==> config.mk <==
export PLATFORM = sky130hd
export DESIGN_NAME = stopwatch_sequencer_flat
export DESIGN_NICKNAME = d
export VERILOG_FILES = /design/src/rtl/stopwatch_pkg.sv /design/src/rtl/stopwatch_sequencer_if.sv /design/src/rtl/stopwatch_sequencer_btn_debounce.sv /design/src/rtl/stopwatch_sequencer.sv /design/src/flat_wrapper.sv
export SDC_FILE = /design/constraint.sdc
export NUM_CORES = 1
export LEC_CHECK = 0
export CAP_MARGIN = 25
export CORE_ASPECT_RATIO = 0.5
export CORE_MARGIN = 3
export CORE_UTILIZATION = 50
export DETAILED_ROUTE_END_ITERATION = 6
export GPL_ROUTABILITY_DRIVEN = 0
export HOLD_SLACK_MARGIN = 0.06
export PLACE_DENSITY = 0.67
export RECOVER_POWER = 50
export SYNTH_ARGS = -nofsm -noshare
export SYNTH_HDL_FRONTEND = slang
export SYNTH_SLANG_ARGS = --single-unit
==> constraint.sdc <==
create_clock -name clock -period 2.2 [get_ports clock]
set_input_delay 0.44 -clock clock [delete_from_list [all_inputs] [get_ports clock]]
set_output_delay 0.44 -clock clock [all_outputs]
set_load 0.01 [all_outputs]
==> src/rtl/stopwatch_pkg.sv <==
// Shared stopwatch definitions: FSM state encoding, button indices and the default
// debounce length, also used by the datapath bench.
package stopwatch_pkg;

    typedef enum logic [1:0] {
        IDLE  = 2'b00,
        RUN   = 2'b01,
        PAUSE = 2'b10,
        LAP   = 2'b11
    } state_t;

    localparam int DEFAULT_DEBOUNCE_CYCLES = 1000000;

    localparam int BTN_STOP  = 3;
    localparam int BTN_START = 2;
    localparam int BTN_LAP   = 1;
    localparam int BTN_INC   = 0;

    function automatic logic is_counting(input state_t s);
        return (s == RUN) || (s == LAP);
    endfunction

endpackage

==> src/rtl/stopwatch_sequencer_if.sv <==
// Button/enable inputs and datapath control outputs of the stopwatch sequencer.
interface stopwatch_sequencer_if;

    logic       en;
    logic       start;
    logic       stop;
    logic       inc;
    logic       lap;
    logic       run;
    logic       clear;
    logic       incr;
    logic       hold;
    logic [1:0] state;

    modport master (
        output en, start, stop, inc, lap,
        input  run, clear, incr, hold, state
    );

    modport slave (
        input  en, start, stop, inc, lap,
        output run, clear, incr, hold, state
    );

endinterface

==> src/rtl/stopwatch_sequencer_btn_debounce.sv <==
// One push-button conditioner: 2-flop synchroniser, stability counter and a
// one-cycle pulse on the accepted rising edge.
module btn_debounce #(
    parameter int DEBOUNCE_CYCLES = stopwatch_pkg::DEFAULT_DEBOUNCE_CYCLES,
    parameter int DB_W            = 20
) (
    input  logic clock,
    input  logic reset_n,
    input  logic raw,
    output logic level,
    output logic press
);

    localparam logic [DB_W-1:0] LAST_COUNT = DB_W'(DEBOUNCE_CYCLES - 1);

    logic            sync1;
    logic            sync2;
    logic [DB_W-1:0] count;

    // The level only flips after the synchronised input has disagreed with it for
    // DEBOUNCE_CYCLES consecutive cycles; any agreement restarts the count.
    always_ff @(posedge clock) begin
        if (!reset_n) begin
            sync1 <= 1'b0;
            sync2 <= 1'b0;
            count <= '0;
            level <= 1'b0;
            press <= 1'b0;
        end else begin
            sync1 <= raw;
            sync2 <= sync1;
            press <= 1'b0;
            if (sync2 == level) begin
                count <= '0;
            end else if (count == LAST_COUNT) begin
                count <= '0;
                level <= ~level;
                press <= ~level;
            end else begin
                count <= count + DB_W'(1);
            end
        end
    end

endmodule

==> src/rtl/stopwatch_sequencer.sv <==
// Stopwatch run controller: conditions four buttons and sequences run/clear/incr/hold.
// Define INC_AUTOREPEAT_EN to auto-repeat incr while inc is held in IDLE or PAUSE.
module stopwatch_sequencer
    import stopwatch_pkg::*;
#(
    parameter int DEBOUNCE_CYCLES = DEFAULT_DEBOUNCE_CYCLES,
    parameter int DB_W            = 20
`ifdef INC_AUTOREPEAT_EN
    ,
    parameter int REPEAT_DELAY    = 50000000,
    parameter int REPEAT_PERIOD   = 20000000
`endif
) (
    input logic            clock,
    input logic            reset_n,
    stopwatch_sequencer_if.slave bus
);

    logic [3:0] raw;
    logic [3:0] level;
    logic [3:0] press;
    logic [3:0] act;
    state_t     state_q;
    state_t     state_d;
    logic       clear_d;
    logic       incr_d;
    logic       rep_fire;

    assign raw = {bus.stop, bus.start, bus.lap, bus.inc};

    for (genvar i = 0; i < 4; i++) begin : g_btn
        btn_debounce #(
            .DEBOUNCE_CYCLES (DEBOUNCE_CYCLES),
            .DB_W            (DB_W)
        ) u_debounce (
            .clock   (clock),
            .reset_n (reset_n),
            .raw     (raw[i]),
            .level   (level[i]),
            .press   (press[i])
        );
    end

    assign act = press & level;

    // Per state, presses that mean something are tried in stop > start > lap > inc
    // order and only the first one found is acted on.
    always_comb begin
        state_d = state_q;
        clear_d = 1'b0;
        incr_d  = 1'b0;
        case (state_q)
            IDLE: begin
                if (act[BTN_STOP])       clear_d = 1'b1;
                else if (act[BTN_START]) state_d = RUN;
                else if (act[BTN_INC])   incr_d  = 1'b1;
            end
            RUN: begin
                if (act[BTN_STOP])       state_d = PAUSE;
                else if (act[BTN_LAP])   state_d = LAP;
            end
            LAP: begin
                if (act[BTN_STOP])       state_d = PAUSE;
                else if (act[BTN_LAP])   state_d = RUN;
            end
            PAUSE: begin
                if (act[BTN_STOP]) begin
                    state_d = IDLE;
                    clear_d = 1'b1;
                end else if (act[BTN_START]) begin
                    state_d = RUN;
                end else if (act[BTN_INC]) begin
                    incr_d  = 1'b1;
                end
            end
            default: state_d = IDLE;
        endcase
        if (rep_fire && (state_d == state_q) && !clear_d) incr_d = 1'b1;
    end

    always_ff @(posedge clock) begin
        if (!reset_n) begin
            state_q   <= IDLE;
            bus.run   <= 1'b0;
            bus.hold  <= 1'b0;
            bus.clear <= 1'b0;
            bus.incr  <= 1'b0;
        end else begin
            state_q   <= state_d;
            bus.run   <= is_counting(state_d) && bus.en;
            bus.hold  <= (state_d == LAP);
            bus.clear <= clear_d;
            bus.incr  <= incr_d;
        end
    end

    assign bus.state = state_q;

`ifdef INC_AUTOREPEAT_EN
    localparam int REP_MAX = (REPEAT_DELAY > REPEAT_PERIOD) ? REPEAT_DELAY : REPEAT_PERIOD;
    localparam int REP_W   = $clog2(REP_MAX + 1);
    localparam logic [REP_W-1:0] DELAY_LAST  = REP_W'(REPEAT_DELAY - 1);
    localparam logic [REP_W-1:0] PERIOD_LAST = REP_W'(REPEAT_PERIOD - 1);

    logic             armed;
    logic             repeating;
    logic [REP_W-1:0] rep_count;
    logic             inc_taken;

    assign inc_taken = ((state_q == IDLE) || (state_q == PAUSE)) && act[BTN_INC]
                       && !act[BTN_STOP] && !act[BTN_START];

    assign rep_fire  = armed && level[BTN_INC] && ((state_q == IDLE) || (state_q == PAUSE))
                       && (rep_count == (repeating ? PERIOD_LAST : DELAY_LAST));

    // Arming only on an accepted inc press keeps a button held across a state
    // change from starting a repeat on its own.
    always_ff @(posedge clock) begin
        if (!reset_n || !level[BTN_INC] || (state_d != state_q)) begin
            armed     <= 1'b0;
            repeating <= 1'b0;
            rep_count <= '0;
        end else if (inc_taken) begin
            armed     <= 1'b1;
            repeating <= 1'b0;
            rep_count <= '0;
        end else if (armed) begin
            if (rep_fire) begin
                repeating <= 1'b1;
                rep_count <= '0;
            end else begin
                rep_count <= rep_count + REP_W'(1);
            end
        end
    end
`else
    assign rep_fire = 1'b0;
`endif

endmodule

==> src/flat_wrapper.sv <==
// flat-port wrapper written by rule: the top's interface ports become plain ports
module stopwatch_sequencer_flat import stopwatch_pkg::*;
#(
    parameter int DEBOUNCE_CYCLES = DEFAULT_DEBOUNCE_CYCLES,
    parameter int DB_W            = 20

)
  (clock, reset_n, bus_en, bus_start, bus_stop, bus_inc, bus_lap, bus_run, bus_clear, bus_incr, bus_hold, bus_state);
  stopwatch_sequencer_if bus_i ();
  input logic clock;
  input logic reset_n;
  input wire logic [$bits(bus_i.en)-1:0] bus_en;
  input wire logic [$bits(bus_i.start)-1:0] bus_start;
  input wire logic [$bits(bus_i.stop)-1:0] bus_stop;
  input wire logic [$bits(bus_i.inc)-1:0] bus_inc;
  input wire logic [$bits(bus_i.lap)-1:0] bus_lap;
  output wire logic [$bits(bus_i.run)-1:0] bus_run;
  output wire logic [$bits(bus_i.clear)-1:0] bus_clear;
  output wire logic [$bits(bus_i.incr)-1:0] bus_incr;
  output wire logic [$bits(bus_i.hold)-1:0] bus_hold;
  output wire logic [$bits(bus_i.state)-1:0] bus_state;
  assign bus_i.en = bus_en;
  assign bus_i.start = bus_start;
  assign bus_i.stop = bus_stop;
  assign bus_i.inc = bus_inc;
  assign bus_i.lap = bus_lap;
  assign bus_run = bus_i.run;
  assign bus_clear = bus_i.clear;
  assign bus_incr = bus_i.incr;
  assign bus_hold = bus_i.hold;
  assign bus_state = bus_i.state;
  stopwatch_sequencer #(.DEBOUNCE_CYCLES(DEBOUNCE_CYCLES), .DB_W(DB_W)) u_core (.clock(clock), .reset_n(reset_n), .bus(bus_i));
endmodule
Word level (Yosys, flattened, before mapping):

Cells that the tools add are included.

* eq/ne operators: 13
* bitwise logic cells: 15
* reduce and logical (&&, ||, !) cells: 18
* multiplexer cells: 10
* $add $sub $neg: 4

Operators by type and width (number)
* adder 20 x 1 -> 20 bit (second input constant): 4
* equality test 20 bit (second input constant): 4
* OR reduction 3 bit: 8
* 2-to-1 mux 2 bit: 7
* NOT 1 bit: 14
* AND reduction 2 bit: 5
* case mux 2 bit (4 select lines): 1
* equality test 2 bit (second input constant): 3
* bitwise AND 4 bit: 1
* equality test 1 bit: 4
* equality test 2 x 1 -> 1 bit (second input constant): 2
* OR reduction 4 bit: 1
* logical NOT 2 bit: 1
* 2-to-1 mux 1 bit: 2
* OR reduction 2 bit: 1
* logical AND 1 bit: 1
* logical OR 1 bit: 1

* register bits: 102
* input bits: 7
* output and inout port bits: 6

Depth between registers and ports, before layout:

* depth after elaboration: 7
* depth in mapped cells: 8
* depth with buffers taken out: 5

By module:

Synthesis repeated with hierarchy kept, for this count alone.

* cell total of the unflattened synthesis: 508
* area, all modules: 4518.1 sq um

By module, submodules not included
* btn_debounce: sequential area each 480.5 sq um, times used 4, cells each 121, area each 1073.5 sq um
* stopwatch_sequencer: sequential area each 120.1 sq um, times used 1, cells each 24, area each 224.0 sq um

Least setup slack after synthesis:

No wires, ideal clock.

* kind: register -> register
* from: register u_core.g_btn[3].u_debounce.count[13]
* to: register u_core.g_btn[3].u_debounce.count[19]
* buffers on the path: 1
* path slack: 0.236 ns
* data arrival time: 1.839 ns
* cell stages (with the launch flop): 6
* data required time: 2.075 ns
* library setup time: 0.125 ns
* cells stage by stage: dfxtp_1 -> or4b_2 -> or4_1 -> o211ai_1 -> buf_4 -> a21oi_1

* cells in the longest elaborated chain, start to end: 2
* elaborated cells on any way between the ends: 3
* those cells by class: 1 x add/sub; 1 x eq/ne; 1 x reduce/logical

RTL lines
* from (decl): line stopwatch_sequencer_btn_debounce.sv:18 `logic [DB_W-1:0] count;`
* from (signal assigned): line stopwatch_sequencer_btn_debounce.sv:40 `count <= count + DB_W'(1);`
* branches (longest 2 deep; another with adder 20 x 1 -> 20 bit)

Several ways; the timed one is not identified.
A chain may end at the register's enable or synchronous reset.

Worst setup path in the final report:

* from: register u_core.g_btn[3].u_debounce.count[12]
* to: register u_core.g_btn[3].u_debounce.count[12]

The elaborated chain is that of the path after synthesis.

==> results.ini <==
[outcome]
status=complete, no violations

[sta]
setup-violations-final=0
clock_skew_ps=3.43
tightest_slew_ps=643
period_minus_slack_ps=2090
finalCritPeriodShare_pct=94.8
slew_headroom_pct=57.2
slew_viol_final=0
finalSetupTns_ps=0
finalHoldViolCount=0
rsz0062_at_grt=false
fmax_mhz=480

[logic_synthesis]
yosysUniqueCellTypes=38
synth-seq-cells=102
synth_area_per_cell_um2=8.78
ys_seq_area_share_pct=46.9
syn_inst=496
synth_edf_count=0
syn-num-nets=507
ys_async_sr_fraction_pct=0
yosysWarnings=0
netlist_area_um2=4350
synth_top_flop_cell=dfxtp_1

[critical_path]
crit_type=flip-flop to flip-flop
cp_max_fo=11
start_kind=flip-flop
worstPathRequired_ps=2430
startpoint=u_core.g_btn[3].u_debounce.count[12]
r2r-start=u_core.g_btn[3].u_debounce.count[12]
worstSetupEndpointType=flip-flop
cp.arrival_ps=2310

[placement]
hpwlAfterDp_um=5420
dp.cells=626
io_buffers=12

[clock_network]
cts_htree_levels=3
cts_hold_buf=0
clock_latency_ps=340
clk_pin_slew_ps=60
clkSinkCount=102
cts_root_buffer=clkbuf_16
numCtsBuffers=9
clock_path_buffers=2
cts_resized=0
postCtsSetupBuffers=0
cts_tree=built

[route]
num_vias=3428
routedWlPerCell_um=12.4
firstDrtPassIters=5
wl_um=7920
drtIter0Drc=223
via_per_inst=5.35
drc_errors=0
antenna_left=0

[die]
placementRows=23
start_util_pct=52.9
die_w_um=138
die_y_um=72.0
io_pins=13
die_area_um2=9930
core-area_um2=8230

[power]
leakage_uw=0.00151
max-vdd-ir-drop_v=0.000431
cellPowerDensity_nw_per_um2=678

[worst_hold_path]
hold_class=flip-flop to flip-flop
hold_start=u_core.g_btn[1].u_debounce.sync1

[finish]
num_antenna_cells=0
regArea_um2=2040
final_nets=536
final_cells=641
drive_above_1_share_pct=6.24
multi_input_area_um2=2170
final_util_pct=60.2
fillers=749
area_growth_pct=13.9

[grt]
grt_pass1_vias=3073
antenna_found_initial=0
grt_start_max_net_pins=21
grt_usage_pct=17.5
overflow=0
grt_first_pass_wirelength_um=14000

[job]
cap_viol_max_count=0

## kinds of logic after synthesis
logic type / Yosys count / share of synthesized area (%)
AOI/OAI and AO/OA: 55 / 7.21
xor gates and xnor gates: 57 / 11.5
adders and majority gates: 4 / 1.15
buffers and inverters: 35 / 3.25
DFF: 102 / 46.9
and+or+nand+nor: 243 / 30.0
## worst paths after layout
kind | end | slack (ps) | depth (start not counted)
hold / removal | u_core.g_btn[1].u_debounce.sync2 | 440 | 1
setup / recovery | u_core.g_btn[3].u_debounce.count[12] | 110 | 5
hold reg to reg | u_core.g_btn[1].u_debounce.sync2 | 440 | 1
setup reg to reg | u_core.g_btn[3].u_debounce.count[12] | 110 | 5
## cells in the final DEF, fill, tap and decap left out, drive strengths merged, types with 16 or more instances in the layout
cell,count
a21oi,25
buf,16
clkbuf,18
dfxtp,102
inv,21
nand2,27
nand3,31
nand4,22
nor2,71
o21ai,16
or3,16
xnor2,36
xor2,21
## registers in the layout, indices dropped and copies added (netlist names), 2 cells and up
name,count
u_core.g_btn.u_debounce.sync1,4
u_core.g_btn.u_debounce.count,80
u_core.g_btn.u_debounce.sync2,4
u_core.g_btn.u_debounce.press,4
u_core.bus.state,2
u_core.g_btn.u_debounce.level,4
## critical path: stages (launching register included)
cell	delay (ps)
dfxtp_1	350
or4bb_1	520
or4_1	600
o211ai_1	230
buf_4	220
nor2_1	60
## cells in the mapped netlist, types with 13 or more instances
master	instances	area, µm²
a21oi_1	25	125
dfxtp_1	102	2040
inv_1	21	78.8
nand2_1	27	101
nand3_1	31	155
nand4_1	21	131
nor2_1	71	267
nor4_1	15	93.8
o21ai_0	16	80.1
or3_1	16	100
or4_1	13	97.6
xnor2_1	36	315
xor2_1	21	184
## where the power goes
| part | internal (µW) | total, µW | switching (µW) |
|---|---|---|---|
| logic | 19.4 | 44.0 | 24.6 |
| clock network | 822 | 1460 | 634 |
| registers | 1860 | 1860 | 6.40 |
| total | 2700 | 3360 | 665 |
## layer usage
layer  vias to the layer above  part of all wire (%)  GRT usage, %
met5                         -                     0             0
met4                         0                   1.0          5.91
met3                         8                   3.3          5.19
met2                        36                    43          26.2
met1                      1580                    53          24.3
li1                       1804                     -             -
## per-stage QoR
stage	instance area [µm²]	hold slack, ps	setup WS (ps)	total power, µW
after floorplan	4350	408	236	1930
after global placement	4700	415	163	1950
after detailed placement	4700	421	124	1950
after CTS	4970	443	106	3410
after global routing	4960	453	9.44	3490
final	4960	439	115	3360
## cell type report
cell class	instances	share of cell area [%]
Multi-Input combinational cell	359	43.8
Clock buffer	14	5.33
Sequential cell	102	41.2
Timing Repair Buffer	32	5.18
Clock inverter	1	0.101
Tap cell	112	2.83
Inverter	21	1.59
Note: power is estimated with default switching activity, not from simulation.
